==> config.mk <==
export PLATFORM = sky130hd
export DESIGN_NAME = rr_arb_64b
export DESIGN_NICKNAME = d
export VERILOG_FILES = /design/src/rtl/rr_arb_64b.sv
export SDC_FILE = /design/constraint.sdc
export NUM_CORES = 1
export LEC_CHECK = 0
export BUFFER_PORTS_ARGS = -buffer_cell sky130_fd_sc_hd__buf_2
export CAP_MARGIN = 20
export CORE_MARGIN = 4
export CORE_UTILIZATION = 40
export CTS_CLUSTER_DIAMETER = 60
export DETAILED_ROUTE_END_ITERATION = 8
export GPL_TIMING_DRIVEN = 0
export PLACE_DENSITY = 0.63
export SYNTH_ARGS = -nofsm -noshare
export SYNTH_HDL_FRONTEND = slang
export SYNTH_SLANG_ARGS = --single-unit
==> constraint.sdc <==
create_clock -name clk_i -period 6.8 [get_ports clk_i]
set_input_delay 0.34 -clock clk_i [delete_from_list [all_inputs] [get_ports clk_i]]
set_output_delay 0.34 -clock clk_i [all_outputs]
set_load 0.05 [all_outputs]
==> src/rtl/rr_arb_64b.sv <==
// rr_arb_64b: round-robin arbiter for up to 64 requesters.
// Lowest-index search is hierarchical (8 groups of 8). A rotating pointer masks
// the search for fairness. The grant is registered and one-hot, and it is held
// until done_i arrives, the owner drops its request, or the optional MAX_HOLD
// limit expires.
module rr_arb_64b #(
    parameter int unsigned MAX_HOLD = 256
) (
    input  logic        clk_i,
    input  logic        rst_i,
    input  logic        en_i,
    input  logic [63:0] req_i,
    input  logic        done_i,
    output logic [63:0] gnt_o,
    output logic        gnt_vld_o,
    output logic [5:0]  gnt_id_o,
    output logic        timeout_o
);

    typedef enum logic [0:0] {StIdle, StGrant} state_e;

    // Last hcnt value of an allowed grant; unused when MAX_HOLD is 0.
    localparam logic [15:0] HoldLast = (MAX_HOLD == 0) ? 16'd0 : 16'(MAX_HOLD - 1);
    localparam logic        HoldOn   = (MAX_HOLD != 0);

    state_e      state_q;
    logic [5:0]  ptr_q;
    logic [15:0] hcnt_q;
    logic [63:0] gnt_q;
    logic [5:0]  gnt_id_q;
    logic        gnt_vld_q;
    logic        timeout_q;

    logic [63:0] mask;
    logic [6:0]  m_res;
    logic [6:0]  r_res;
    logic [5:0]  win;
    logic        owner_req;
    logic        hold_hit;
    logic        release_c;
    logic        limit_only;

    // Lowest set index of v: returns {found, group[2:0], bit[2:0]}.
    function automatic logic [6:0] lowest(input logic [63:0] v);
        logic [7:0]      grp_any;
        logic [7:0][2:0] grp_idx;
        logic [2:0]      gsel;
        for (int g = 0; g < 8; g++) begin
            grp_any[g] = |v[g*8 +: 8];
            grp_idx[g] = 3'd0;
            for (int b = 7; b >= 0; b--) begin
                if (v[g*8 + b]) grp_idx[g] = 3'(b);
            end
        end
        gsel = 3'd0;
        for (int g = 7; g >= 0; g--) begin
            if (grp_any[g]) gsel = 3'(g);
        end
        return {|grp_any, gsel, grp_idx[gsel]};
    endfunction

    // Winner selection and release decode.
    always_comb begin
        mask       = 64'hFFFF_FFFF_FFFF_FFFF << ptr_q;
        m_res      = lowest(req_i & mask);
        r_res      = lowest(req_i);
        // Fall back to the unmasked search when nothing sits at or above ptr.
        win        = m_res[6] ? m_res[5:0] : r_res[5:0];
        owner_req  = req_i[gnt_id_q];
        hold_hit   = HoldOn && (hcnt_q == HoldLast);
        release_c  = done_i || !owner_req || hold_hit;
        limit_only = hold_hit && !done_i && owner_req;
    end

    // Arbitration FSM with registered outputs.
    always_ff @(posedge clk_i or posedge rst_i) begin
        if (rst_i) begin
            state_q   <= StIdle;
            ptr_q     <= 6'd0;
            hcnt_q    <= 16'd0;
            gnt_q     <= 64'd0;
            gnt_id_q  <= 6'd0;
            gnt_vld_q <= 1'b0;
            timeout_q <= 1'b0;
        end else begin
            timeout_q <= 1'b0;
            unique case (state_q)
                StIdle: begin
                    if (en_i && |req_i) begin
                        gnt_q     <= 64'd1 << win;
                        gnt_id_q  <= win;
                        gnt_vld_q <= 1'b1;
                        ptr_q     <= win + 6'd1;  // wraps 63 -> 0
                        hcnt_q    <= 16'd0;
                        state_q   <= StGrant;
                    end
                end
                StGrant: begin
                    if (hcnt_q != 16'hFFFF) hcnt_q <= hcnt_q + 16'd1;
                    if (release_c) begin
                        gnt_q     <= 64'd0;
                        gnt_vld_q <= 1'b0;
                        timeout_q <= limit_only;
                        state_q   <= StIdle;
                    end
                end
                default: state_q <= StIdle;
            endcase
        end
    end

    assign gnt_o     = gnt_q;
    assign gnt_vld_o = gnt_vld_q;
    assign gnt_id_o  = gnt_id_q;
    assign timeout_o = timeout_q;

endmodule

==> results.ini <==
[status]
status=finished, violations left
violations=hold timing

[worst_setup_path]
start_kind=flop
critPathMostFrequentCell=buf_2
r2r.worst_path.cells=15
cp_slowest_cell=nor4b_1
r2r_end=gnt_o[51]$_DFFE_PP0P_
rrSetupSlack_ns=1.85
r2r_start=ptr_q[3]$_DFFE_PP0P_
max_stage_delay_ns=0.60
path_cells=buf_2 -> buf_4 -> buf_2 -> o211ai_1 -> a32oi_1 -> o2111ai_1 -> a211oi_2 -> buf_2 -> nor4b_1 -> a21oi_1 -> o211a_1 -> nor3b_2 -> ha_1 -> nand2_1 -> o21ai_0
critPathCaptureType=flop
path_max_fanout=10
worstSetupPathType=flop to flop
arrival_ns=5.20
required_ns=7.05

[synthesis]
synth_compound_area_share_pct=27.1
synthArstFlopShare_pct=100
synth_mux_area_share_pct=7.03
syn-instance-count=883
synth-simple-area-share_pct=26.4
synth_top_family_by_area=compound AO/OA/AOI/OAI gates
synthAdderAreaFrac_pct=1.05
syn_nets=957
synth_edf_count=0
synthFlopType=dfrtp_1
ys_ff_latch=95
synth_xor_area_share_pct=0.856
synth_area_um2=7160
synth_cell_types=80
yosysSeqAreaShare_pct=33.2
avgSynthCellArea_um2=8.11
ys_warn_count=0

[sta]
final_hold_viol_count=14
rsz0062_at_grt=no
finalCritPeriodShare_pct=72.8
fmax_mhz=202
relSlewSlack_pct=32.3
report.final.slew_viol_count=0
report.final.setup_viol=0
worst_clock_skew_ns=0.00942
setup_tns_ns=0
finalCriticalPeriod_ns=4.95
tightestPinTransition_ns=1.02
whs_ns=-0.00829

[global_routing]
grt_pass1_vias=7321
grt_pass1_wl_um=41400
grt.overflow.total=0
grt_max_degree=67
track_usage_pct=26.3
antenna_found_initial=2

[clock_tree]
cts_root_buf=clkbuf_16
clk_pin_slew_ns=0.07
hold_buffers=0
cts_resized=0
cts.sink_count=95
tritoncts=yes
post_cts_buffers=0
cts_max_path_buffers=2
insertion_delay_ns=0.34
numCtsBuffers=9
cts.htree.levels=3

[power_and_ir_drop]
p_leak_nw=3.70
p_sw_share_pct=49.5
seq_power_share_pct=25.1
power.internal_mw=1.40
power_frac_comb_pct=55.6
power.switching_mw=1.38
clkPwrFrac_pct=19.4
p_per_area_nw_per_um2=328
vdd_drop_max_mv=0.194

[place]
globalplace.congestion=0.951
hpwlAfterDp_um=20300
port_buffers=137

[floorplanning]
dieHeight_um=142
start_util_pct=41.1
fp.coreArea_um2=17400
die_w_um=142
ioPinCount=140
design.die.area_um2=20100
row_count=48

[routing]
vias=7776
drc=0
wl_met1_um=10900
wire_per_inst_um=21.3
wl_um=26800
top_layer=met5
met3WireLength_um=2320
firstDrtPassIters=5
viasPerCell=6.17
dr_wl_met2_um=12400
first_iter_violations=732
ant_nets=0

[final_layout]
antenna_cells=0
nNetsFinal=1106
syn2layout_area_growth_pct=18.4
mostFrequentLayoutCells=nand2_1, buf_2, o21ai_0, dfrtp_1, nor2_1
drive_above_1_share_pct=21.0
fin_util_pct=48.6
nFillCells=1751
final_common_cell=nand2_1

[run]
max_cap_violations=0

[hold_path]
hp-class=primary input to asynchronous set/reset pin

## synthesized netlist by cell type (8+ instances only)
library cell | number | area, µm²
nor3_1 | 12 | 60.1
nor4_1 | 18 | 113
a21boi_0 | 9 | 67.6
o211ai_1 | 13 | 97.6
a21oi_1 | 38 | 190
inv_1 | 27 | 101
dfrtp_1 | 95 | 2380
o21bai_1 | 11 | 82.6
mux4_2 | 21 | 473
nor2_1 | 68 | 255
a31oi_1 | 8 | 50.1
nand3_1 | 31 | 155
nor2b_1 | 9 | 56.3
o21a_1 | 8 | 60.1
and3_1 | 10 | 62.6
nand4_1 | 14 | 87.6
nand2_1 | 153 | 574
a211oi_1 | 12 | 90.1
or4_1 | 8 | 60.1
nand2b_1 | 10 | 62.6
o21ai_0 | 123 | 616
buf_2 | 10 | 50.1
or2_2 | 10 | 62.6
clkbuf_1 | 22 | 82.6
## sequential cells by signal (all words and copies together) (netlist names)
| name | flops |
|---|---|
| gnt_o | 64 |
| hcnt_q | 16 |
| gnt_id_o | 6 |
| ptr_q | 6 |
| gnt_vld_o | 1 |
| state_q | 1 |
| timeout_o | 1 |
## worst max-delay path: cells and delay by family, from the launching register on
kind            cells  cell delay [ns]
compound gates      7             1.84
simple gates        3             1.27
buf+inv             4             1.11
flops               1             0.35
fa+ha+maj           1             0.28
## area by class of cell
cell class / count / area (µm²) / area share (%)
multi-input combinational: 718 / 4470 / 52.7
timing repair buffer: 138 / 713 / 8.42
sequential: 95 / 2380 / 28.1
clock inverter: 6 / 91.3 / 1.08
clock buffer: 9 / 225 / 2.66
tap: 225 / 282 / 3.32
inverter: 28 / 108 / 1.27
buffer: 42 / 208 / 2.45
## worst max-delay path by stage
stage                             from  depth (start not counted)                    end
3_3_place_gp      ptr_q[1]$_DFFE_PP0P_                         16  gnt_o[60]$_DFFE_PP0P_
6_report          ptr_q[3]$_DFFE_PP0P_                         15  gnt_o[51]$_DFFE_PP0P_
5_1_grt           ptr_q[3]$_DFFE_PP0P_                         16  gnt_o[12]$_DFFE_PP0P_
4_1_cts           ptr_q[1]$_DFFE_PP0P_                         16  gnt_o[12]$_DFFE_PP0P_
3_5_place_dp      ptr_q[1]$_DFFE_PP0P_                         16  gnt_o[12]$_DFFE_PP0P_
2_1_floorplan  gnt_id_o[0]$_DFFE_PP0P_                         11  gnt_o[10]$_DFFE_PP0P_
## power groups by stage
| stage | clock network (mW) | registers [mW] | logic (mW) |
|---|---|---|---|
| finish | 0.538 | 0.696 | 1.54 |
| global route | 0.569 | 0.705 | 1.66 |
| CTS | 0.546 | 0.695 | 1.52 |
| detailed placement | 0 | 0.704 | 1.52 |
| global placement | 0 | 0.704 | 1.51 |
| floorplan | 0 | 0.832 | 0.870 |
## per-layer routing
metal | track usage [%] | vias to the layer above
met4 | 11.5 | 4
met3 | 6.10 | 80
met1 | 34.0 | 3699
met2 | 42.1 | 379
li1 | - | 3614
met5 | 0 | -
## stage by stage
stage | cell area, µm² | total power, mW | std cells | setup slack [ns] | hold slack (ns)
6_report | 8470 | 2.78 | 1261 | 1.85 | -0.00829
5_1_grt | 8470 | 2.93 | 1261 | 1.68 | 0.0247
4_1_cts | 8470 | 2.76 | 1261 | 2.00 | 0.00503
3_5_place_dp | 8160 | 2.22 | 1246 | 2.03 | 0.368
3_3_place_gp | 8130 | 2.22 | 1245 | 2.02 | 0.458
2_1_floorplan | 7160 | 1.70 | 883 | 3.01 | 0.413
## cells by family after synthesis
group	count (synthesis)
AO/OA/AOI/OAI	299
flip-flops	95
buffers and inverters	70
multiplexers	24
XOR/XNOR	7
adder cells (fa/ha/maj)	6
AND/OR/NAND/NOR	382
No activity file was read; power rests on OpenSTA's default activity.
